$ cat config.mk
export PLATFORM = sky130hd
export DESIGN_NAME = led_pwm_breathe
export DESIGN_NICKNAME = d
export VERILOG_FILES = /design/src/rtl/led_pwm_breathe.sv
export SDC_FILE = /design/constraint.sdc
export NUM_CORES = 1
export LEC_CHECK = 0
export ABC_AREA = 1
export BUFFER_PORTS_ARGS = -buffer_cell sky130_fd_sc_hd__buf_2
export CELL_PAD_IN_SITES_DETAIL_PLACEMENT = 0
export CELL_PAD_IN_SITES_GLOBAL_PLACEMENT = 2
export CORE_MARGIN = 3
export CORE_UTILIZATION = 40
export DETAILED_ROUTE_END_ITERATION = 6
export PLACE_DENSITY = 0.93
export SYNTH_ARGS = -nofsm -noshare
export SYNTH_HDL_FRONTEND = slang
export SYNTH_SLANG_ARGS = --single-unit
$ cat constraint.sdc
create_clock -name clk -period 9.88 [get_ports clk]
set_input_delay 1.976 -clock clk [delete_from_list [all_inputs] [get_ports clk]]
set_output_delay 1.976 -clock clk [all_outputs]
set_load 0.03 [all_outputs]
$ cat src/rtl/led_pwm_breathe.sv
// led_pwm_breathe: multi-channel LED PWM driver with off / solid / blink /
// breathe modes. All channels share one PWM counter, one breathe ramp and one
// blink counter. Each channel latches its duty only at the PWM period boundary,
// so mode or level changes never produce a runt or stretched pulse.
// Optional build macro: LED_PWM_GAMMA_EN squares the breathe ramp to give a
// roughly perceptual-linear fade. Without it, the ramp is used linearly.

// Per-channel duty selection, boundary-latched duty register and compare.
module led_pwm_breathe_lane #(
  parameter int PWM_W = 8
) (
  input  logic             clk,
  input  logic             rst,
  input  logic [1:0]       mode,
  input  logic [PWM_W-1:0] level,
  input  logic [PWM_W-1:0] bramp,
  input  logic [PWM_W-1:0] pwm_cnt,
  input  logic             blink_on,
  input  logic             load,
  output logic             led
);
  logic [2*PWM_W-1:0] prod;
  logic [PWM_W-1:0]   target;
  logic [PWM_W-1:0]   duty;

  // Upper half of level*ramp scales the peak level by the breathe phase.
  assign prod = {{PWM_W{1'b0}}, level} * {{PWM_W{1'b0}}, bramp};

  // Target duty for the next PWM period, chosen by mode.
  always_comb begin
    target = '0;
    case (mode)
      2'b00:   target = '0;
      2'b01:   target = level;
      2'b10:   target = blink_on ? level : '0;
      default: target = PWM_W'(prod >> PWM_W);
    endcase
  end

  // Duty only changes on the last count of a period; output is registered.
  always_ff @(posedge clk) begin
    if (rst) begin
      duty <= '0;
      led  <= 1'b0;
    end else begin
      if (load) duty <= target;
      led <= (pwm_cnt < duty);
    end
  end
endmodule

// Top level: shared counters, breathe ramp, sync pulse and the channel lanes.
module led_pwm_breathe #(
  parameter int NUM_CH    = 3,
  parameter int PWM_W     = 8,
  parameter int PRESC_DIV = 1024,
  parameter int BLINK_BIT = 23
) (
  input  logic                    clk,
  input  logic                    rst,
  input  logic [1:0]              mode,
  input  logic [NUM_CH*PWM_W-1:0] level,
  output logic [NUM_CH-1:0]       led,
  output logic                    sync
);
  localparam int PW = (PRESC_DIV > 1) ? $clog2(PRESC_DIV) : 1;
  localparam logic [PW-1:0]    PRESC_MAX = PW'(PRESC_DIV - 1);
  localparam logic [PWM_W-1:0] TOP       = '1;
  localparam logic [PWM_W-1:0] ONE       = PWM_W'(1);

  logic [PWM_W-1:0]   pwm_cnt;
  logic [PW-1:0]      presc;
  logic               tick;
  logic [PWM_W-1:0]   ramp;
  logic               dir_down;
  logic [BLINK_BIT:0] blink_cnt;
  logic [PWM_W-1:0]   bramp;
  logic               load;

  assign tick = (presc == PRESC_MAX);
  assign load = (pwm_cnt == TOP);

`ifdef LED_PWM_GAMMA_EN
  logic [2*PWM_W-1:0] sq;
  // Squared ramp for a perceptually smoother fade.
  assign sq    = {{PWM_W{1'b0}}, ramp} * {{PWM_W{1'b0}}, ramp};
  assign bramp = PWM_W'(sq >> PWM_W);
`else
  assign bramp = ramp;
`endif

  // Free-running PWM, prescaler and blink counters; they run in every mode.
  always_ff @(posedge clk) begin
    if (rst) begin
      pwm_cnt   <= '0;
      presc     <= '0;
      blink_cnt <= '0;
    end else begin
      pwm_cnt   <= pwm_cnt + ONE;
      presc     <= tick ? '0 : presc + PW'(1);
      blink_cnt <= blink_cnt + 1'b1;
    end
  end

  // Triangle ramp 0..TOP..0, turning around without dwelling at the ends.
  always_ff @(posedge clk) begin
    if (rst) begin
      ramp     <= '0;
      dir_down <= 1'b0;
    end else if (tick) begin
      if (!dir_down) begin
        ramp <= ramp + ONE;
        if (ramp == TOP - ONE) dir_down <= 1'b1;
      end else begin
        ramp <= ramp - ONE;
        if (ramp == ONE) dir_down <= 1'b0;
      end
    end
  end

  // Breathe-cycle start marker: follows the 1->0 step on the way down.
  always_ff @(posedge clk) begin
    if (rst) sync <= 1'b0;
    else     sync <= tick && dir_down && (ramp == ONE);
  end

  // One lane per channel; level and led split across the instance array.
  led_pwm_breathe_lane #(.PWM_W(PWM_W)) lane [NUM_CH-1:0] (
    .clk      (clk),
    .rst      (rst),
    .mode     (mode),
    .level    (level),
    .bramp    (bramp),
    .pwm_cnt  (pwm_cnt),
    .blink_on (blink_cnt[BLINK_BIT]),
    .load     (load),
    .led      (led)
  );
endmodule

==> metrics.md <==
| Metric | Value |
|---|---|
| Pwr dens | `62.5 nW/µm²` |
| Initial Utilization | `40.9%` |
| Post-Syn Nets | `1826` |
| YS warnings | `0` |
| Num CTS Buffers | `9` |
| # DRC | `0` |
| Post-synthesis cell count | `1566` |
| CP required | `10.15 ns` |
| Slew HR | `40.2%` |
| CTS H-tree depth | `3` |
| Antenna viol nets, final | `0` |
| Final setup fails | `0` |
| Root Buffer | `clkbuf_16` |
| Vias in the first global route | `9280` |
| Resize count post-CTS | `0` |
| DR vias | `a little over 9000` |
| Fin Setup TNS | `0 ns` |
| R2R cell count | `19` |
| Commonest cells after routing, fill and taps aside | `inv_1 (394), nand2_1 (376), ha_1 (127)` |
| Post-Syn Area | `10700 µm²` |
| Fin. Hold Viols | `0` |
| Die W | `169 µm` |
| Post-CTS Hold Fix Bufs | `0` |
| Asr flop ratio synth | `0%` |
| First-pass DRT Iterations | `5` |
| Die Y-Extent | `169 µm` |
| Initial antenna violation count | `0` |
| Hold Path Class | `reg2reg` |
| Gr busiest metal | `met2` |
| First-pass GRT wire length | `46.4 mm` |
| Pin count of the biggest net entering global routing | `35` |
| Clock-pin slew on the worst setup and hold paths | `0.06 ns` |
| Sequential-to-total area share from yosys stat | `between 10% and 20%` |
| Post-CTS Setup Bufs | `0` |
| Number of synthesized flops with an enable pin | `0` |
| Period utilization | `56.6%` |
| Buffers on Ports | `31` |
| Total grt overflow | `0` |
| Crit-path max FO | `9` |
| Clk_lat worst skew | `0.34 ns` |
| Final HPWL DP | `21.3 mm` |
| Outcome | `finished, final reports clean` |
| Via/cell ratio | `4.87` |
| Hold path cells | `1` |
| Leakage | `0.00692 µW` |
| Yosys cell types | `between 40 and 50` |
| # IOs | `32` |
| Worst path arrival time | `around 5.9 ns` |
| Max Clk Rate | `roughly 180 MHz` |
| Yosys reg bits | `79` |
| Syn-to-layout area delta | `6.35%` |
| Critical Path End Type | `flop` |
| Leading cell type in the layout, fill and taps excluded | `inv_1` |
| Unrepaired setup endpoints after global routing | `no` |
| M1 GR Usage | `about 28%` |
| Number of diodes | `0` |
| Core area | `26100 µm²` |
| Transition time of the tightest slew-check pin | `between 0.8 and 0.9 ns` |
| DRT iter0 DRCs | `420` |
| Fin Clk Skew | `0.00692 ns` |
| Ys flop type | `dfxtp_1` |
| Final max-slew violation count | `0` |
| Final worst path period need | `5.59 ns` |
| Average cell area after synthesis | `between 6 and 7 µm²` |
| GRT Overall Usage | `19.9%` |
| Die area | `between 20000 and 30000 µm²` |
| Clock sink total | `79` |
| CTS tree | `built` |
| # rows | `59` |
| Grt met2 use | `34.4%` |
| Max IR drop VDD | `0.0862 mV` |
| Clock buffer depth | `2` |
| Setup Crit Path Kind | `in2reg` |
| CP Launch Type | `input pin` |
| Layout cells sized above 1 | `5.32%` |
| Worst hold slack | `0.448 ns` |
| Total Wirelength | `27.2 mm` |
| M3 GR Usage | `1.75%` |
| GP Congestion | `0.826` |
| Routed wire per std cell | `14.4 µm` |
| Nets | `roughly 1800` |
| Max-Cap Viols | `0` |
-- per-layer routing --
layer	vias up	routed length (µm)
met1	4365	13300
met3	20	885
met4	0	276
met2	141	12800
met5	-	0
li1	4692	-
-- worst max-delay path, stage by stage --
cell and delay, ns:
buf_2 0.17, nand2_1 0.09, inv_1 0.07, fa_1 0.52
fa_1 0.54, fa_1 0.54, inv_1 0.06, fa_1 0.53
inv_1 0.04, ha_1 0.37, a21oi_1 0.24, nand2_1 0.08
inv_1 0.09, nor2_1 0.05, nor2_1 0.15, nand2_1 0.07
nand2_1 0.05, nand3_1 0.06, a21oi_1 0.17
-- sequential cells by signal (all words and copies together), names as in the netlist --
name and flops:
blink_cnt 24, lane.duty 24, presc 10, bramp 8, pwm_cnt 8, lane.led 3
dir_down 1, sync 1
-- path summary, 6_finish.rpt --
path	start	to	slack (ns)
setup / recovery	level[2]	lane[0].duty[6]	4.29
hold / removal	presc[0]	presc[0]	0.45
setup reg to reg	bramp[2]	lane[0].duty[6]	5.03
hold reg to reg	presc[0]	presc[0]	0.45
-- cell families after synthesis --
| kind of cell | count (synthesis) | synth area share (%) |
|---|---|---|
| AO/OA/AOI/OAI | 182 | 8.99 |
| AND/OR/NAND/NOR | 594 | 24.0 |
| XOR/XNOR | 12 | 0.984 |
| flip-flops | 79 | 14.8 |
| adder cells (fa/ha/maj) | 232 | 34.6 |
| buffers and inverters | 467 | 16.7 |
-- final cells by class --
cell class	instances	area [µm²]
clock buffer	11	233
clock inverter	5	58.8
sequential	79	1580
fill	2804	14800
timing repair buffer	42	238
tap	335	419
inverter	402	1510
multi-input combinational	1020	7320
-- through the flow --
| step | total power (µW) | utilization [%] | area [µm²] | instances | setup slack (ns) |
|---|---|---|---|---|---|
| CTS | 719 | 43.5 | 11400 | 1894 | 4.27 |
| global route | 737 | 43.5 | 11400 | 1894 | 3.96 |
| floorplan | 367 | - | 10700 | 1566 | 4.28 |
| global placement | 385 | 42.3 | 11100 | 1878 | 3.95 |
| detailed placement | 386 | 42.3 | 11100 | 1878 | 3.93 |
| finish | 710 | 43.5 | 11400 | 1894 | 4.29 |
-- cell usage after synthesis, types with 6 or more instances --
cell,count,area (µm²)
fa_1,105,2100
buf_2,6,30.0
inv_1,395,1480
o21ai_1,25,125
o21ai_0,29,145
nor3_1,19,95.1
clkbuf_1,39,146
nand3_1,69,345
buf_1,15,56.3
nand3b_1,6,45.0
dfxtp_1,79,1580
inv_2,7,26.3
nand2_1,376,1410
nor4_1,7,43.8
nor2_1,76,285
nand4_1,10,62.6
o21bai_1,11,82.6
ha_1,127,1590
xnor2_1,7,61.3
a21oi_1,108,541
-- where the power goes --
group	internal [µW]	total [µW]	switching, µW
logic	12.7	51.2	38.4
registers	323	327	4.34
clock network	196	331	135
Note: power is estimated with default switching activity, not from simulation.
